==> config.mk <==
export PLATFORM = sky130hd
export DESIGN_NAME = branch_resolve_ctrl
export DESIGN_NICKNAME = d
export VERILOG_FILES = /design/src/rtl/branch_resolve_ctrl_pkg.sv /design/src/rtl/branch_resolve_ctrl_cmp.sv /design/src/rtl/branch_resolve_ctrl.sv
export SDC_FILE = /design/constraint.sdc
export NUM_CORES = 1
export LEC_CHECK = 0
export CAP_MARGIN = 10
export CORE_ASPECT_RATIO = 0.9
export CORE_MARGIN = 10
export CORE_UTILIZATION = 48
export DETAILED_ROUTE_END_ITERATION = 6
export PLACE_DENSITY = 0.75
export SLEW_MARGIN = 20
export SYNTH_ARGS = -nofsm -noshare
export SYNTH_HDL_FRONTEND = slang
export SYNTH_SLANG_ARGS = --single-unit
export TNS_END_PERCENT = 20
==> constraint.sdc <==
create_clock -name clock -period 7.05 [get_ports clock]
set_clock_uncertainty 0.05 [all_clocks]
set_input_delay 1.0575 -clock clock [delete_from_list [all_inputs] [get_ports clock]]
set_output_delay 1.0575 -clock clock [all_outputs]
set_load 0.02 [all_outputs]
==> src/rtl/branch_resolve_ctrl_pkg.sv <==
// Shared definitions for the branch resolve controller: operand width,
// branch condition encodings and controller state encoding.
package branch_resolve_ctrl_pkg;

  localparam int XLEN = 32;

  localparam logic [2:0] F3_BEQ  = 3'b000;
  localparam logic [2:0] F3_BNE  = 3'b001;
  localparam logic [2:0] F3_BLT  = 3'b100;
  localparam logic [2:0] F3_BGE  = 3'b101;
  localparam logic [2:0] F3_BLTU = 3'b110;
  localparam logic [2:0] F3_BGEU = 3'b111;

  typedef enum logic [1:0] {
    ST_IDLE     = 2'd0,
    ST_EVAL     = 2'd1,
    ST_REDIRECT = 2'd2
  } state_t;

endpackage

==> src/rtl/branch_resolve_ctrl_cmp.sv <==
// Purely combinational branch condition evaluator; reserved encodings
// (010/011) resolve as not taken.
module branch_cmp
  import branch_resolve_ctrl_pkg::*;
(
  input  logic [XLEN-1:0] rs1,
  input  logic [XLEN-1:0] rs2,
  input  logic [2:0]      funct3,
  output logic            taken
);

  logic signed [XLEN-1:0] rs1_s;
  logic signed [XLEN-1:0] rs2_s;
  logic                   eq;
  logic                   lt_s;
  logic                   lt_u;

  assign rs1_s = rs1;
  assign rs2_s = rs2;
  assign eq    = (rs1 == rs2);
  assign lt_s  = (rs1_s < rs2_s);
  assign lt_u  = (rs1 < rs2);

  always_comb begin
    taken = 1'b0;
    case (funct3)
      F3_BEQ:  taken = eq;
      F3_BNE:  taken = ~eq;
      F3_BLT:  taken = lt_s;
      F3_BGE:  taken = ~lt_s;
      F3_BLTU: taken = lt_u;
      F3_BGEU: taken = ~lt_u;
      default: taken = 1'b0;
    endcase
  end

endmodule

==> src/rtl/branch_resolve_ctrl.sv <==
// Branch resolve controller: captures one branch op, resolves it in a single
// EVAL cycle, and holds a redirect to fetch until accepted or aborted.
module branch_resolve_ctrl
  import branch_resolve_ctrl_pkg::*;
(
  input  logic            clock,
  input  logic            reset_n,
  input  logic            in_valid,
  output logic            in_ready,
  input  logic [XLEN-1:0] in_pc,
  input  logic [XLEN-1:0] in_rs1,
  input  logic [XLEN-1:0] in_rs2,
  input  logic [XLEN-1:0] in_imm,
  input  logic [2:0]      in_funct3,
  input  logic            in_pred_taken,
  input  logic            abort,
  output logic            res_valid,
  output logic            res_taken,
  output logic            res_mispredict,
  output logic            redir_valid,
  output logic [XLEN-1:0] redir_pc,
  input  logic            redir_ready,
  output logic            flush,
  output logic [XLEN-1:0] cnt_branch,
  output logic [XLEN-1:0] cnt_taken,
  output logic [XLEN-1:0] cnt_mispred
);

  state_t          state;
  logic [XLEN-1:0] pc_p0;
  logic [XLEN-1:0] rs1_p0;
  logic [XLEN-1:0] rs2_p0;
  logic [XLEN-1:0] imm_p0;
  logic [2:0]      funct3_p0;
  logic            pred_p0;

  logic            taken_w;
  logic            mispred_w;
  logic [XLEN-1:0] target_w;

  function automatic logic [XLEN-1:0] sat_inc(input logic [XLEN-1:0] v,
                                              input logic            en);
    if (en && (v != '1))
      return v + XLEN'(1);
    return v;
  endfunction

  branch_cmp u_cmp (
    .rs1    (rs1_p0),
    .rs2    (rs2_p0),
    .funct3 (funct3_p0),
    .taken  (taken_w)
  );

  assign mispred_w = taken_w ^ pred_p0;
  assign target_w  = pc_p0 + (taken_w ? imm_p0 : XLEN'(4));

  // Abort in the same cycle must be able to cancel the resolve strobe and flush.
  assign in_ready       = (state == ST_IDLE);
  assign res_valid      = (state == ST_EVAL) & ~abort;
  assign res_taken      = res_valid & taken_w;
  assign res_mispredict = res_valid & mispred_w;
  assign flush          = redir_valid & redir_ready & ~abort;

  always_ff @(posedge clock or negedge reset_n) begin
    if (!reset_n) begin
      state       <= ST_IDLE;
      pc_p0       <= '0;
      rs1_p0      <= '0;
      rs2_p0      <= '0;
      imm_p0      <= '0;
      funct3_p0   <= '0;
      pred_p0     <= 1'b0;
      redir_valid <= 1'b0;
      redir_pc    <= '0;
      cnt_branch  <= '0;
      cnt_taken   <= '0;
      cnt_mispred <= '0;
    end else begin
      case (state)
        // Capture stage boundary
        ST_IDLE: begin
          if (in_valid && !abort) begin
            pc_p0     <= in_pc;
            rs1_p0    <= in_rs1;
            rs2_p0    <= in_rs2;
            imm_p0    <= in_imm;
            funct3_p0 <= in_funct3;
            pred_p0   <= in_pred_taken;
            state     <= ST_EVAL;
          end
        end
        // Resolve stage boundary
        ST_EVAL: begin
          if (abort) begin
            state <= ST_IDLE;
          end else begin
            cnt_branch  <= sat_inc(cnt_branch, 1'b1);
            cnt_taken   <= sat_inc(cnt_taken, taken_w);
            cnt_mispred <= sat_inc(cnt_mispred, mispred_w);
            if (mispred_w) begin
              redir_valid <= 1'b1;
              redir_pc    <= target_w;
              state       <= ST_REDIRECT;
            end else begin
              state <= ST_IDLE;
            end
          end
        end
        // Redirect handshake boundary
        ST_REDIRECT: begin
          if (abort || redir_ready) begin
            redir_valid <= 1'b0;
            state       <= ST_IDLE;
          end
        end
        default: begin
          redir_valid <= 1'b0;
          state       <= ST_IDLE;
        end
      endcase
    end
  end

endmodule

# [Yosys cells after proc, flatten, opt, wreduce, memory -nomap -nowiden]
# Index checks and enable logic that the tools add are counted.
[op_classes] addsub=4 order_cmp=2 eq_ne=15 n_mux=23 bitwise_logic=11 reduce_logical=14
[ops] cell="2-to-1 mux 32 bit" n=4
[ops] cell="adder 32 x 1 -> 32 bit (second input constant)" n=3
[ops] cell="inequality test 32 bit (second input constant)" n=3
[ops] cell="less-than comparator 32 bit" n=2
[ops] cell="adder 32 bit" n=1
[ops] cell="equality test 32 bit" n=1
[ops] cell="equality test 3 bit (second input constant)" n=4
[ops] cell="2-to-1 mux 1 bit" n=12
[ops] cell="AND reduction 3 bit" n=4
[ops] cell="2-to-1 mux 2 bit" n=4
[ops] cell="inequality test 2 bit (second input constant)" n=3
[ops] cell="one-hot mux 1 bit (6 select lines)" n=1
[ops] cell="one-hot mux 2 bit (3 select lines)" n=1
[ops] cell="bitwise AND 1 bit" n=5
[ops] cell="inverter 1 bit" n=5
[ops] cell="AND reduction 2 bit" n=2
[ops] cell="AND reduction 4 bit" n=1
[ops] cell="equality test 3 x 1 -> 1 bit (second input constant)" n=1
[ops] cell="logical AND 1 bit" n=3
[ops] cell="zero test 3 bit" n=1
[ops] cell="one-hot mux 1 bit (3 select lines)" n=1
[ops] cell="equality test 2 x 1 -> 1 bit (second input constant)" n=1
[ops] cell="equality test 2 bit (second input constant)" n=1
[ops] cell="zero test 2 bit" n=1
[ops] cell="4 further kinds" n=4
[word_totals] regBits=263 in_bits=137 out_inout_bits=134 elab_cells=81

# [Longest topological paths before layout]
# Gate-level depths: netlist of run 1.
[depth] ltp_word=9 mapped_depth=23 depth_no_buf=21

# [By module]
# Synthesis of run 1 repeated with hierarchy kept, for this count alone.
[unflattened] hier_cells=1207 area_unflattened_um2=13351.6
[by_module_without_submodules] module="branch_resolve_ctrl" instances=1 cells_per_inst=1087 area_per_inst_um2=12487.0 seq_area_each_um2=6581.3
[by_module_without_submodules] module="branch_cmp" instances=1 cells_per_inst=120 area_per_inst_um2=864.6 seq_area_each_um2=0.0

# [Worst setup path after synthesis of run 1]
# No wires, ideal clock.
[synth_timing] kind="flip-flop to flip-flop" from="register rs1_p0[31]" to="register redir_pc[24]" setup_time_ns=0.128 t_arrival_ns=5.104 required_ns=6.872 path_slack_ns=1.768 stages_incl_launch_ff=20 n_path_buf=2 period_less_slack_ns=5.282 path_cell_list="dfrtp_1 ha_1 nand4_2 nor3_1 a221oi_1 a211oi_1 or4b_1 nor3_4 buf_2 clkbuf_1 nor2b_1 ha_1 nand2_1 or4b_2 o211a_1 o21ai_0 a21oi_1 a31oi_1 o311ai_0 mux2_1"
[synth_via] elab_chain_len=5 elab_cells_between_ends=11 classes_between="add/sub: 1; order compare: 2; eq/ne: 1; mux: 2; bitwise: 4; reduce/logical: 1"
[synth_rtl] item="from (decl)" line_no="branch_resolve_ctrl.sv:31" rtl="logic [XLEN-1:0] rs1_p0;"
[synth_rtl] item="from (signal assigned)" line_no="branch_resolve_ctrl.sv:85" rtl="rs1_p0 <= in_rs1;"
[synth_rtl] item="less-than comparator 32 bit (tied with other cells)" line_no="branch_resolve_ctrl_cmp.sv:22" rtl="assign lt_u = (rs1 < rs2);"
[synth_rtl] item="inverter 1 bit (on tied branches)" line_no="branch_resolve_ctrl_cmp.sv:32, branch_resolve_ctrl_cmp.sv:28, branch_resolve_ctrl_cmp.sv:30"
[synth_rtl] item="one-hot mux 1 bit (6 select lines) (*)" line_no="branch_resolve_ctrl_cmp.sv:26" rtl="case (funct3)"
[synth_rtl] item="2-to-1 mux 32 bit / XOR 1 bit (equally long branches)" line_no="branch_resolve_ctrl.sv:56, branch_resolve_ctrl.sv:55"
[synth_rtl] item="adder 32 bit / AND reduction 3 bit (equally long branches)"
[synth_rtl] item="to (signal assigned)" line_no="branch_resolve_ctrl.sv:103" rtl="redir_pc <= target_w;"
[synth_rtl] item="to (decl)" line_no="branch_resolve_ctrl.sv:21" rtl="output logic [XLEN-1:0] redir_pc,"
# Mark *: on every way between the ends. The rest lies on a longest branch, timed or not.
# A chain may end at the register's enable or synchronous reset.

# [Final worst setup path of run 1]
[layout_timing] from="register rs1_p0[26]" to="output res_mispredict"
[layout_via] elab_chain_len=5 elab_cells_between_ends=9 classes_between="order compare: 2; eq/ne: 1; mux: 1; bitwise: 5"
[layout_rtl] item="less-than comparator 32 bit (tied with other cells)" line_no="branch_resolve_ctrl_cmp.sv:22"
[layout_rtl] item="inverter 1 bit (on tied branches)" line_no="branch_resolve_ctrl_cmp.sv:32, branch_resolve_ctrl_cmp.sv:28, branch_resolve_ctrl_cmp.sv:30"
[layout_rtl] item="one-hot mux 1 bit (6 select lines) (*)" line_no="branch_resolve_ctrl_cmp.sv:26"
[layout_rtl] item="XOR 1 bit (*)" line_no="branch_resolve_ctrl.sv:55" rtl="assign mispred_w = taken_w ^ pred_p0;"
[layout_rtl] item="bitwise AND 1 bit (*)" line_no="branch_resolve_ctrl.sv:62" rtl="assign res_mispredict = res_valid & mispred_w;"
[layout_rtl] item="to (decl)" line_no="branch_resolve_ctrl.sv:19" rtl="output logic res_mispredict,"
# Marks and branches as above.

==> impl_results.md, run 1 <==
- Area share of the leading cell type in the synthesized netlist: 0.496
- Avg WL per Cell: 18.1 um
- Max-slew violations: 0
- Cell Area, Synth: 13300 um2
- Leakage: 0.00757 uW
- Clk sinks: 263
- Postcts setup bufs: 0
- Core ar.: 27100 um2
- Via density: 5.40
- Clock Tree Buf Depth: 3
- Die width: 195 um
- Die height: 178 um
- Layout cells sized above 1: 0.123
- Max-Cap Viols: 0
- Critical Path AT: 4.92 ns
- Post-synth EDFFs: 0
- FF+latch area: 6580 um2
- GRT Residual Overflow: 0
- Crit path capture type: output pin
- Min Tclk post-route: 6.03 ns
- Number of cells upsized or downsized after cts: 0
- I/O Pins: 271
- CP max stage cell: clkdlybuf4s50_1
- Crit-path most repeated cell: buf_4
- IO Port Bufs: 270
- Mean Syn Cell Area: 10.8 um2
- # fillers: 2172
- Area Overhead vs Synth: 31.1%
- CTS tree: yes
- Worst hold slack: 0.336 ns
- Routability-driven placement congestion ratio: 0.843
- Vias in the first global route: 10500
- FP Rows: 57
- Hold_buf cts: 0
- Initial antenna violation count: 6
- Initial Utilization: 0.490
- Worst Path Required: 5.94 ns
- Top cells by area, synth: dfrtp_1, mux2_2, ha_1
- Cell family with most CP delay: simple AND/OR/NAND/NOR gates
- Detailed Route Iter0 Violations: 608
- DRC Markers: 0
- Root buffer cell: clkbuf_16
- Bufs and invs on worst path: 4
- Worst-margin pin slew: 0.914 ns
- Yosys top cell by area: dfrtp_1
- Largest net degree at the start of global routing: 169
- Post-synth top cells: dfrtp_1, o21ai_0, nand2_1
- Unique cell type count in the Yosys netlist: 61
- Fmax: 166 MHz
- Final setup fails: 0
- Reg clk slew, reported paths: 0.06 ns
- Path type of the worst min-delay path: in -> async
- H-tree depth: 1
- Worst path cell trace: ha_1 > nand4_1 > nor3_1 > a221oi_1 > a211oi_1 > or4b_1 > nor3_4 > buf_4 > xnor2_1 > buf_4 > nand2_1 > inv_2 > clkdlybuf4s50_1
- Final hold violation count: 0
- Gate count of the mapped netlist: 1233
- RSZ-0062 raised after global routing: no
- GR Util All Layers: 0.191
- First-pass GRT wire length: 55500 um
- Placed wire-length estimate: 25200 um
- Pwr Density: 329 nW/um2
- Startpoint class of the critical path: flop
- Worst-Skew Late Latency: 0.54 ns
- CP peak stage delay: 0.65 ns
- Setup TNS Final: 0 ns
- Synthesized Nets: 1437
- Count leader, synth: dfrtp_1
- Peak VDD IR: 0.201 mV
- Status: complete, no violations
- Seq cells post-synth: 263
- CP max FO: 15
- Num CTS Buffers: 28
- Warnings from Yosys: 0
- Area occupied by multi-input gates: 6340 um2
- Detailed Routing Iterations Pass 1: 5
- Die ar.: 34700 um2
- Routed WL: 34100 um
- Fin nets: 1706
- Via Count: 10200
- ANT nets after route: 0
- Synth Flop Type: dfrtp_1
- Fin crit share: 0.855
- Seq/Total Area, Yosys: 0.496
- Rel. slew slack: 0.385
- Post-synth ARST share: 1.00
- Worst Setup Path Type: reg -> out
==> per-layer routing <==
layer	wire length, um	track usage
met5	0	0
met3	2470	0.0521
met4	756	0.0493
met2	16100	0.311
met1	14800	0.248
==> placed cells by master (no fill, tap or decap), types with 4 or more instances in the layout <==
cell,Yosys,layout
a21o_1,13,13
dfrtp_1,263,263
a211oi_1,8,8
clkinv_2,0,4
nor2_1,51,51
xnor2_1,69,68
clkbuf_8,0,10
nand4_1,48,48
nand2_1,103,103
nand3_1,37,37
and3_1,10,10
diode_2,0,6
nor3_2,10,10
or2_2,7,7
inv_1,51,51
and2_1,9,9
o311ai_0,4,4
o21a_1,7,7
a31oi_1,6,6
nor3_1,24,24
a21oi_1,36,36
nand3b_1,4,4
clkdlybuf4s50_1,0,269
nor2b_1,33,33
mux2_1,5,5
buf_4,0,7
mux2_2,100,100
clkbuf_1,34,5
and4_1,7,7
o31ai_1,4,4
clkbuf_16,0,29
nand2b_1,7,7
nor4_1,7,7
ha_1,66,66
xor2_1,52,52
o21ai_0,106,106
==> metrics by stage <==
step                cells  power (uW)  setup WS, ns   util  instance area, um2
floorplan            1233        3440          1.77      -               13300
detailed placement   1824        4220          1.23  0.604               16400
CTS                  1875        5770         0.916  0.640               17300
global route         1878        6100         0.662  0.641               17400
global placement     1824        4160          1.43  0.604               16400
finish               1883        5710          1.02  0.642               17400
==> flip-flops by register name, indices dropped and copies added (netlist names) <==
name,count
cnt_branch,32
cnt_mispred,32
cnt_taken,32
imm_p0,32
pc_p0,32
redir_pc,32
rs1_p0,32
rs2_p0,32
funct3_p0,3
state,2
pred_p0,1
redir_valid,1
==> path summary, 6_finish.rpt <==
check	from	endpoint	slack, ns	cells after the start
min in group clock	cnt_mispred[21]	cnt_mispred[21]	0.43	1
min	reset_n	cnt_taken[23]	0.34	1
min reg2reg	cnt_mispred[21]	cnt_mispred[21]	0.43	1
max	rs1_p0[26]	res_mispredict	1.02	13
max in group asynchronous	reset_n	rs2_p0[9]	5.59	2
max reg2reg	rs1_p0[26]	redir_pc[31]	1.21	18
==> area by class of cell <==
cell class | instances | share of cell area
Sequential cell | 263 | 0.378
Clock buffer | 44 | 0.0507
Tap cell | 354 | 0.0255
Inverter | 53 | 0.0114
Clock inverter | 7 | 0.00504
Antenna cell | 6 | 0.000863
Multi-Input combinational cell | 875 | 0.365
Timing Repair Buffer | 281 | 0.163
==> logic make-up (layout without fill, tap and decap cells) <==
family,after synthesis,after routing,synth area share
fa+ha+maj,67,67,0.0637
flops,263,263,0.496
mux,105,105,0.0891
xor+xnor,121,121,0.0799
simple gates,374,374,0.152
buf+inv,95,385,0.0275
other cells,0,6,0
compound gates,208,208,0.0921
==> report_power, final <==
part / leakage, uW / switching [uW] / internal (uW)
clock: 0.000479 / 591 / 926
sequential: 0.00331 / 201 / 1820
combinational: 0.00378 / 1190 / 988
Note: power is estimated with default switching activity, not from simulation.
==> run 2, diff against run 1 <==
CAP_MARGIN = 0   (was 10)
==> results of run 2 <==
No change in the layout: final DEF, timing and power equal those of run 1.
==> run 3, diff against run 2 <==
GPL_ROUTABILITY_DRIVEN = 0   (was not set)
==> results of run 3 <==
No change in the layout: final DEF, timing and power equal those of run 1.
